**src/rtl/mem_port_arbiter_pkg.sv**
```systemverilog
// Shared definitions for the unified-memory port arbiter: FSM state encoding,
// requester ids and the latency counter width.
package mem_port_arbiter_pkg;

   typedef enum logic [1:0] {
      StIdle  = 2'd0,
      StIssue = 2'd1,
      StWait  = 2'd2,
      StDone  = 2'd3
   } arb_state_e;

   localparam logic REQ_IF  = 1'b0;
   localparam logic REQ_MEM = 1'b1;

   // Wide enough for MEM_LAT - 1 with MEM_LAT up to 15.
   localparam int unsigned CntW = 4;

endpackage

```
**src/rtl/mem_port_arbiter_lat_counter.sv**
```systemverilog
// Loadable down-counter with a zero flag; saturates at zero when decremented.
module mem_port_arbiter_lat_counter #(
   parameter int unsigned Width = 4
) (
   input  logic             clk_i,
   input  logic             rst_ni,
   input  logic             load_i,
   input  logic [Width-1:0] load_val_i,
   input  logic             dec_i,
   output logic             zero_o
);

   logic [Width-1:0] cnt_q, cnt_d;

   always_comb begin
      cnt_d = cnt_q;
      if (load_i) begin
         cnt_d = load_val_i;
      end else if (dec_i && (cnt_q != '0)) begin
         cnt_d = cnt_q - Width'(1);
      end
   end

   always_ff @(posedge clk_i or negedge rst_ni) begin
      if (!rst_ni) begin
         cnt_q <= '0;
      end else begin
         cnt_q <= cnt_d;
      end
   end

   assign zero_o = (cnt_q == '0);

endmodule

```
**src/rtl/mem_port_arbiter.sv**
```systemverilog
// Arbitrates the IF and MEM pipeline stages onto one fixed-latency memory port.
// Define WB_BUFFER_EN to add a one-entry posted store buffer.
module mem_port_arbiter
   import mem_port_arbiter_pkg::*;
#(
   parameter int unsigned ADDR_W  = 32,
   parameter int unsigned DATA_W  = 32,
   parameter int unsigned MEM_LAT = 2
) (
   input  logic              Clk,
   input  logic              Reset,
   input  logic              if_req,
   input  logic [ADDR_W-1:0] if_addr,
   output logic [DATA_W-1:0] if_rdata,
   output logic              if_done,
   output logic              if_stall,
   input  logic              mem_req,
   input  logic              mem_we,
   input  logic [ADDR_W-1:0] mem_addr,
   input  logic [DATA_W-1:0] mem_wdata,
   output logic [DATA_W-1:0] mem_rdata,
   output logic              mem_done,
   output logic              mem_stall,
   output logic              ram_en,
   output logic              ram_we,
   output logic [ADDR_W-1:0] ram_addr,
   output logic [DATA_W-1:0] ram_wdata,
   input  logic [DATA_W-1:0] ram_rdata
);

   localparam logic [CntW-1:0] LatLoad = CntW'(MEM_LAT - 1);

   arb_state_e        state_q, state_d;
   logic              gnt_id_q, gnt_id_d;
   logic              drop_q, drop_d;
   logic              ram_en_q, ram_en_d;
   logic              ram_we_q, ram_we_d;
   logic [ADDR_W-1:0] ram_addr_q, ram_addr_d;
   logic [DATA_W-1:0] ram_wdata_q, ram_wdata_d;
   logic [DATA_W-1:0] if_rdata_q, if_rdata_d;
   logic [DATA_W-1:0] mem_rdata_q, mem_rdata_d;
   logic              if_done_q, if_done_d;
   logic              mem_done_q, mem_done_d;
   logic              win_req;
   logic              drain_act;
   logic              cnt_zero;

`ifdef WB_BUFFER_EN
   logic              drain_q, drain_d;
   logic              buf_valid_q, buf_valid_d;
   logic [ADDR_W-1:0] buf_addr_q, buf_addr_d;
   logic [DATA_W-1:0] buf_data_q, buf_data_d;

   assign drain_act = drain_q;
`else
   assign drain_act = 1'b0;
`endif

   mem_port_arbiter_lat_counter #(
      .Width (CntW)
   ) u_lat_counter (
      .clk_i      (Clk),
      .rst_ni     (Reset),
      .load_i     (state_q == StIssue),
      .load_val_i (LatLoad),
      .dec_i      (state_q == StWait),
      .zero_o     (cnt_zero)
   );

   assign win_req = (gnt_id_q == REQ_MEM) ? mem_req : if_req;

   always_comb begin
      state_d     = state_q;
      gnt_id_d    = gnt_id_q;
      drop_d      = drop_q;
      ram_en_d    = 1'b0;
      ram_we_d    = ram_we_q;
      ram_addr_d  = ram_addr_q;
      ram_wdata_d = ram_wdata_q;
      if_rdata_d  = if_rdata_q;
      mem_rdata_d = mem_rdata_q;
      if_done_d   = 1'b0;
      mem_done_d  = 1'b0;
`ifdef WB_BUFFER_EN
      drain_d     = drain_q;
      buf_valid_d = buf_valid_q;
      buf_addr_d  = buf_addr_q;
      buf_data_d  = buf_data_q;
`endif

      unique case (state_q)
         StIdle: begin
`ifdef WB_BUFFER_EN
            drain_d = 1'b0;
            // A pending buffered store drains first so later loads see it.
            if (buf_valid_q) begin
               drain_d     = 1'b1;
               gnt_id_d    = REQ_MEM;
               drop_d      = 1'b0;
               ram_we_d    = 1'b1;
               ram_addr_d  = buf_addr_q;
               ram_wdata_d = buf_data_q;
               ram_en_d    = 1'b1;
               state_d     = StIssue;
            end else if (mem_req && mem_we) begin
               buf_valid_d = 1'b1;
               buf_addr_d  = mem_addr;
               buf_data_d  = mem_wdata;
               mem_done_d  = 1'b1;
            end else
`endif
            if (mem_req) begin
               gnt_id_d    = REQ_MEM;
               drop_d      = 1'b0;
               ram_we_d    = mem_we;
               ram_addr_d  = mem_addr;
               ram_wdata_d = mem_wdata;
               ram_en_d    = 1'b1;
               state_d     = StIssue;
            end else if (if_req) begin
               gnt_id_d    = REQ_IF;
               drop_d      = 1'b0;
               ram_we_d    = 1'b0;
               ram_addr_d  = if_addr;
               ram_en_d    = 1'b1;
               state_d     = StIssue;
            end
         end
         StIssue: begin
            // Always pass through WAIT: ram_rdata is valid only MEM_LAT cycles after ISSUE.
            state_d = StWait;
            if (!win_req) drop_d = 1'b1;
         end
         StWait: begin
            if (!win_req) drop_d = 1'b1;
            if (cnt_zero) begin
               state_d = StDone;
               if (win_req && !drop_q && !drain_act) begin
                  if (gnt_id_q == REQ_MEM) begin
                     mem_done_d = 1'b1;
                     if (!ram_we_q) mem_rdata_d = ram_rdata;
                  end else begin
                     if_done_d  = 1'b1;
                     if_rdata_d = ram_rdata;
                  end
               end
            end
         end
         StDone: begin
            state_d = StIdle;
`ifdef WB_BUFFER_EN
            if (drain_q) buf_valid_d = 1'b0;
`endif
         end
         default: state_d = StIdle;
      endcase
   end

   always_ff @(posedge Clk or negedge Reset) begin
      if (!Reset) begin
         state_q     <= StIdle;
         gnt_id_q    <= REQ_IF;
         drop_q      <= 1'b0;
         ram_en_q    <= 1'b0;
         ram_we_q    <= 1'b0;
         ram_addr_q  <= '0;
         ram_wdata_q <= '0;
         if_rdata_q  <= '0;
         mem_rdata_q <= '0;
         if_done_q   <= 1'b0;
         mem_done_q  <= 1'b0;
      end else begin
         state_q     <= state_d;
         gnt_id_q    <= gnt_id_d;
         drop_q      <= drop_d;
         ram_en_q    <= ram_en_d;
         ram_we_q    <= ram_we_d;
         ram_addr_q  <= ram_addr_d;
         ram_wdata_q <= ram_wdata_d;
         if_rdata_q  <= if_rdata_d;
         mem_rdata_q <= mem_rdata_d;
         if_done_q   <= if_done_d;
         mem_done_q  <= mem_done_d;
      end
   end

`ifdef WB_BUFFER_EN
   always_ff @(posedge Clk or negedge Reset) begin
      if (!Reset) begin
         drain_q     <= 1'b0;
         buf_valid_q <= 1'b0;
         buf_addr_q  <= '0;
         buf_data_q  <= '0;
      end else begin
         drain_q     <= drain_d;
         buf_valid_q <= buf_valid_d;
         buf_addr_q  <= buf_addr_d;
         buf_data_q  <= buf_data_d;
      end
   end
`endif

   assign ram_en    = ram_en_q;
   assign ram_we    = ram_we_q;
   assign ram_addr  = ram_addr_q;
   assign ram_wdata = ram_wdata_q;
   assign if_rdata  = if_rdata_q;
   assign mem_rdata = mem_rdata_q;
   assign if_done   = if_done_q;
   assign mem_done  = mem_done_q;
   assign if_stall  = if_req && !if_done_q;
   assign mem_stall = mem_req && !mem_done_q;

endmodule

```
**config.mk**
```make
export PLATFORM = sky130hd
export DESIGN_NAME = mem_port_arbiter
export DESIGN_NICKNAME = d
export VERILOG_FILES = /design/src/rtl/mem_port_arbiter_pkg.sv /design/src/rtl/mem_port_arbiter_lat_counter.sv /design/src/rtl/mem_port_arbiter.sv
export SDC_FILE = /design/constraint.sdc
export NUM_CORES = 1
export LEC_CHECK = 0
export ABC_CLOCK_PERIOD_IN_PS = 3900
export BUFFER_PORTS_ARGS = -buffer_cell sky130_fd_sc_hd__buf_2
export CAP_MARGIN = 10
export CORE_ASPECT_RATIO = 1.4
export CORE_MARGIN = 10
export CORE_UTILIZATION = 50
export CTS_BUF_LIST = sky130_fd_sc_hd__clkbuf_4 sky130_fd_sc_hd__clkbuf_8
export CTS_CLUSTER_DIAMETER = 120
export DETAILED_ROUTE_END_ITERATION = 8
export PLACE_DENSITY = 0.82
export SLEW_MARGIN = 20
export SYNTH_ARGS = -nofsm -noshare
export SYNTH_HDL_FRONTEND = slang
export SYNTH_HIERARCHICAL = 1
export SYNTH_SLANG_ARGS = --single-unit
```
**constraint.sdc**
```tcl
create_clock -name Clk -period 3.9 [get_ports Clk]
set_clock_uncertainty 0.2 [all_clocks]
set_input_delay 0.975 -clock Clk [delete_from_list [all_inputs] [get_ports Clk]]
set_output_delay 0.975 -clock Clk [all_outputs]
set_load 0.03 [all_outputs]
```
==> results.cfg, run 1 <==
[place]
dp_slack_ns = 1.171
dp.cells = 808
io_buffers = 266
routabilityCongestion = 0.7782
dp.final_hpwl_um = 12200

[power_and_ir_drop]
powerDensity_mw_per_mm2 = 943.8
pwr-share-comb = 0.472
p_sw_uw = 3180
power_frac_clock = 0.176
swShare = 0.4410
p_seq_frac = 0.352
ir_worst_vdd_mv = 0.4819
intPower_uw = 4030
p_leak_uw = 0.004136

[logic_synthesis]
yosysUniqueCellTypes = 38
yosys-mux-area-fraction = 0.2479
syn-instance-count = 411
async_flop_share = 1.000
syn_area_per_cell_sq_um = 13.96
yosysTopAreaCellShare = 0.6106
synth_top_family_by_area = multiplexers
ys.flop_type = dfrtp_1
synth_top_area_cell = dfrtp_1
yosys.area_share.simple = 0.05190
yosysSeqAreaShare = 0.6106
synth-edff-count = 0
synth_xor_area_frac = 0
yosys_warnings = 6
syn_area_sq_mm = 0.005738
yosys.area_share.adder = 0.01308
synth-compound-area-share = 0.04732
synth_area_leaders = dfrtp_1 61%, mux2_2 18%, mux2i_1 5.8%
ys_ff_latch = 140

[clock_tree]
clkLatencyLatePin_ns = 0.42
cts.sinks = 140
cts-resized-gates = 0
h-tree-depth = 4
cts_buffers = 17
postCtsSetupRepairBufs = 0
cts_buffer_depth = 2
clkTransAtPathRegs_ns = 0.07
cts_tree = built
cts_hold_buf = 0
cts-root-buf = clkbuf_8

[drt]
wl_per_cell_um = 18.08
drtIter0Drc = 112
drc = 0
wirelength_um = 15200
firstDrtPassIters = 4
vias_per_cell = 5.005
ant_nets = 0
vias = 4209

[worst_setup_path]
crit_path_max_fanout = 9
critPathSlowestCell = buf_2
r2r_setup_slack_ns = 1.33
endpoint = mem_stall
crit_arrival_ns = 1.58
cp_common_cell = buf_2
required_ns = 2.72
r2r_start = u_lat_counter/cnt_q[0]$_DFFE_PN0P_
slowest_delay_ns = 0.22
critPathLaunchType = input port
crit_start = mem_req
r2r-end = mem_rdata[11]$_DFFE_PN0P_
path_cells = buf_2 -> nor2b_1 -> buf_2
critPathKind = in2out
endpoint_kind = output pin
rr_worst_depth = 7

[timing]
slew_viol_final = 0
max_freq_ghz = 0.3624
worst_slack_ns = 1.141
tightest_slew_ns = 0.8694
setup_violations = 0
grt_setup_unrepaired = no
timing.slew.headroom = 0.4204
hold_viol = 0
finalSetupTns_ns = 0
finalCriticalPeriod_ns = 2.759
post-route-period-util = 0.7075

[floorplanning]
start_util = 0.5087
die_area_sq_mm = 0.01622
die_y_um = 146.8
core-area_sq_mm = 0.01128
num_rows = 46
io_pins = 267
die_w_um = 110.5

[global_route]
overflow = 0
grt_max_degree = 101
grt_pass1_vias = 4739
grt_usage = 0.1849
grt_pass1_wl_um = 24340
antenna_found_initial = 2

[layout]
fill_cells = 865
area_growth_pct = 33.14
layout-drive-gt1-share = 0.5819
nets = 822
finalNonFillerCells = 841

[outcome]
status = complete, no violations

[job]
maxCapViolations = 0

[min_path]
hold_path.class = reg2reg
kinds of logic after synthesis:
group | count (synthesis)
fa+ha+maj | 6
flops | 140
mux | 130
other cells | 2
buf+inv | 30
simple gates | 56
compound gates | 47
through the flow:
stage / power (uW) / util / cell area, sq um / hold WS (ns)
finish: 7210 / 0.6772 / 7640 / 0.2748
global route: 7652 / 0.6770 / 7637 / 0.3113
CTS: 7308 / 0.6770 / 7637 / 0.2824
detailed placement: 6023 / 0.6376 / 7193 / 0.2648
global placement: 5872 / 0.6376 / 7193 / 0.2578
floorplan: 4878 / - / 5746 / 0.3339
layout make-up:
class | instances | area, sq um | area share
Inverter | 9 | 33.78 | 0.004422
Antenna cell | 1 | 2.502 | 0.0003275
Multi-Input combinational cell | 243 | 2093 | 0.2740
Clock buffer | 19 | 255.2 | 0.03341
Timing Repair Buffer | 272 | 1383 | 0.1810
Sequential cell | 140 | 3503 | 0.4586
Clock inverter | 13 | 188.9 | 0.02473
Tap cell | 144 | 180.2 | 0.02358
power by group through the flow:
stage / sequential, uW / clock (uW) / combinational (uW)
after detailed placement: 2570 / 0 / 3460
final: 2540 / 1270 / 3400
after floorplan: 3880 / 0 / 998
after CTS: 2540 / 1310 / 3460
after global routing: 2630 / 1380 / 3640
after global placement: 2510 / 0 / 3360
flip-flops by register name (all words and copies together) (netlist names), 2 cells and up:
register,cells
state_q,2
if_rdata,32
ram_wdata,32
u_lat_counter/cnt_q,4
mem_rdata,32
ram_addr,32
critical path: cells and delay by family:
| kind | cells | cell delay, ns |
|---|---|---|
| AND/OR/NAND/NOR | 1 | 0.18 |
| buffers and inverters | 2 | 0.42 |
cells in the final DEF (no fill, tap or decap), drive strengths merged:
cell,instances
nor2b,2
bufinv,4
clkinvlp,2
nand2,37
nand2b,2
o32a,1
nand3b,2
a32o,1
a221o,1
o21a,1
clkinv,5
buf,272
ha,6
nor3b,2
nor4b,1
inv,11
dfrtp,140
a21oi,2
conb,4
nor2,4
nor3,3
o31ai,1
o22ai,1
and4b,1
o21ai,36
a221oi,1
mux2i,33
o31a,1
mux2,97
or4,1
or2b,1
clkbuf,19
o211ai,1
diode,1
layer usage:
| layer | track usage | part of all wire | vias to the layer above |
|---|---|---|---|
| li1 | - | - | 1978 |
| met1 | 0.1873 | 0.36 | 2012 |
| met2 | 0.3227 | 0.52 | 195 |
| met3 | 0.08517 | 0.095 | 22 |
| met4 | 0.07245 | 0.020 | 2 |
| met5 | 0 | 0.00086 | - |
worst min-delay path by stage:
stage / startpoint / to / depth (start not counted)
6_report: ram_addr[25]$_DFFE_PN0P_ / ram_addr[25]$_DFFE_PN0P_ / 2
5_1_grt: if_rdata[6]$_DFFE_PN0P_ / if_rdata[6]$_DFFE_PN0P_ / 1
3_3_place_gp: ram_addr[22]$_DFFE_PN0P_ / ram_addr[22]$_DFFE_PN0P_ / 2
4_1_cts: ram_addr[25]$_DFFE_PN0P_ / ram_addr[25]$_DFFE_PN0P_ / 2
2_1_floorplan: state_q[1]$_DFFE_PN0P_ / state_q[1]$_DFFE_PN0P_ / 1
3_5_place_dp: ram_addr[24]$_DFFE_PN0P_ / ram_addr[24]$_DFFE_PN0P_ / 2
synthesized netlist by cell type (3+ instances only):
master,count
nand2_1,36
inv_1,9
o21ai_0,36
mux2_1,4
mux2_2,93
dfrtp_1,140
ha_1,6
nor2_1,3
buf_2,11
buf_4,7
mux2i_1,33
Note: power is estimated with default switching activity, not from simulation.
==> run 2, diff against run 1 <==
ABC_CLOCK_PERIOD_IN_PS = 2500   (was 3900)
CORE_UTILIZATION = 44   (was 50)
PLACE_DENSITY = 0.76   (was 0.82)
clock period = 2.5 ns   (was 3.9 ns; I/O delays follow)
==> run 2 against run 1 <==
Effect of this change: sequential share of layout area shrank 0.42 points; routed wire length grew 0.80%; power grew 54%; largest cell class unchanged.
==> results.cfg, run 2 (synthesis results as in run 1) <==
[worst_setup_path]
crit_arrival_ns = 2.44
critPathKind = reg2reg
cp_top_family = simple AND/OR/NAND/NOR gates
endpoint_kind = flop
r2r_setup_slack_ns = 0.16
crit_start = u_lat_counter/cnt_q[0]$_DFFE_PN0P_
path_cells = inv_1 -> ha_1 -> nor3b_4 -> nand3b_4 -> nor3_4 -> buf_12 -> mux2_2
rr_worst_depth = 7
r2r-end = mem_rdata[14]$_DFFE_PN0P_
critPathLaunchType = flop
critPathSlowestCell = dfrtp_1
path_buf_inv = 2
crit_path_max_fanout = 32
cp.depth = 7
required_ns = 2.60
endpoint = mem_rdata[14]$_DFFE_PN0P_
slowest_delay_ns = 0.43
r2r_start = u_lat_counter/cnt_q[0]$_DFFE_PN0P_

[global_route]
grt_usage = 0.1659
overflow = 0
antenna_found_initial = 0
grt_max_degree = 67
grt_pass1_wl_um = 23450
grt_pass1_vias = 4702

[timing]
max_freq_ghz = 0.4281
setup_violations = 0
finalCriticalPeriod_ns = 2.336
slew_viol_final = 0
grt_setup_unrepaired = no
finalSetupTns_ns = 0
post-route-period-util = 0.9343
hold_viol = 0

[drt]
wl_per_cell_um = 18.01
vias_per_cell = 4.975
ant_nets = 0
drc = 0
vias = 4234
firstDrtPassIters = 4
drtIter0Drc = 99
wirelength_um = 15330

[place]
routabilityCongestion = 0.7604
io_buffers = 266
dp.final_hpwl_um = 12090

[clock_tree]
h-tree-depth = 4
postCtsSetupRepairBufs = 0
cts-root-buf = clkbuf_8
cts_buffer_depth = 2
cts.sinks = 140
cts_buffers = 17
clkLatencyLatePin_ns = 0.42
cts_tree = built
clkTransAtPathRegs_ns = 0.08

[job]
maxCapViolations = 0

[layout]
nets = 824
multi_input_area_sq_mm = 0.002100
layout-drive-gt1-share = 0.5817
final_cell_mix = 265 x buf_2, 140 x dfrtp_1, 93 x mux2_2
area_growth_pct = 34.39
fill_cells = 1062
layout_commonest_cell = buf_2
diodes = 0
seq_area_sq_mm = 0.003503

[floorplanning]
core-area_sq_mm = 0.01281
start_util = 0.4478
io_pins = 267
num_rows = 49
die_y_um = 155.1
die_area_sq_mm = 0.01807
die_w_um = 116.5

[min_path]
hold_path.class = in2reg

[power_and_ir_drop]
p_total_uw = 11090
ir_worst_vdd_mv = 0.7669
powerDensity_mw_per_mm2 = 1438
p_leak_uw = 0.004149

[outcome]
status = complete, no violations
==> run 2: cell types whose count changed in the layout (fill, tap and decap cells not counted) <==
| cell | change |
|---|---|
| diode_2 | -1 |
| buf_12 | +7 |
| bufinv_16 | -2 |
| buf_4 | -6 |
| dlygate4sd3_1 | +1 |
| clkinv_2 | +1 |
| nor3b_4 | +1 |
| clkinv_4 | -2 |
| inv_6 | +1 |
| nor3b_2 | -1 |
| clkinvlp_4 | +2 |
==> run 2: what timing repair did <==
action / 4_1_cts / 5_1_grt
hold buffers: 1 / 0
endpoints found under the setup margin: 0 / 32
gates resized for setup: 0 / 1
hold endpoints to repair: 49 / 0
==> run 2: per-stage QoR <==
stage	hold WS (ns)	cell area (sq um)	worst slack, ns	util	instances
final	0.2252	7711	0.1642	0.6018	851
after global routing	0.1904	7711	0.07127	0.6018	851
after CTS	0.1955	7705	0.09047	0.6013	851
after detailed placement	0.2661	7300	0.1121	0.5697	818
after global placement	0.2574	7300	0.2280	0.5697	818
after floorplan	0.1294	5746	0.1562	-	413
==> run 2: worst register-to-register path, cell delays in order (launching register included) <==
cell      delay [ns]
dfrtp_1         0.43
inv_1           0.09
ha_1            0.22
nor3b_4         0.38
nand3b_4        0.14
nor3_4          0.17
buf_12          0.23
mux2_2          0.38
==> run 2: per-layer routing <==
| metal | global-route usage | wire length, um | up-vias |
|---|---|---|---|
| li1 | - | - | 1979 |
| met1 | 0.1689 | 5492 | 2056 |
| met5 | 0 | 0 | - |
| met3 | 0.07390 | 1656 | 18 |
| met4 | 0.05678 | 260 | 0 |
| met2 | 0.2915 | 7917 | 181 |
==> run 2: area by class of cell <==
| cell class | instances | share of cell area |
|---|---|---|
| timing repair buffer | 274 | 0.1929 |
| tap | 153 | 0.02483 |
| multi-input combinational | 243 | 0.2723 |
| clock buffer | 19 | 0.03310 |
| sequential | 140 | 0.4543 |
| clock inverter | 13 | 0.01817 |
| inverter | 9 | 0.004381 |
==> run 2: worst min path at each step <==
stage | slack [ns] | depth (start not counted) | startpoint | endpoint
after global placement | 0.26 | 2 | ram_addr[5]$_DFFE_PN0P_ | ram_addr[5]$_DFFE_PN0P_
after global routing | 0.19 | 2 | mem_wdata[31] | ram_wdata[31]$_DFFE_PN0P_
final | 0.23 | 2 | mem_wdata[3] | ram_wdata[3]$_DFFE_PN0P_
after floorplan | 0.13 | 0 | Reset | drop_q$_DFFE_PN0P_
after detailed placement | 0.27 | 2 | ram_addr[9]$_DFFE_PN0P_ | ram_addr[9]$_DFFE_PN0P_
after CTS | 0.20 | 2 | mem_wdata[3] | ram_wdata[3]$_DFFE_PN0P_
==> run 2: power breakdown <==
group | leakage [uW] | internal (uW) | switching [uW]
Combinational | 0.00219 | 1830 | 3520
Clock | 0.000192 | 929 | 855
Sequential | 0.00177 | 3380 | 582
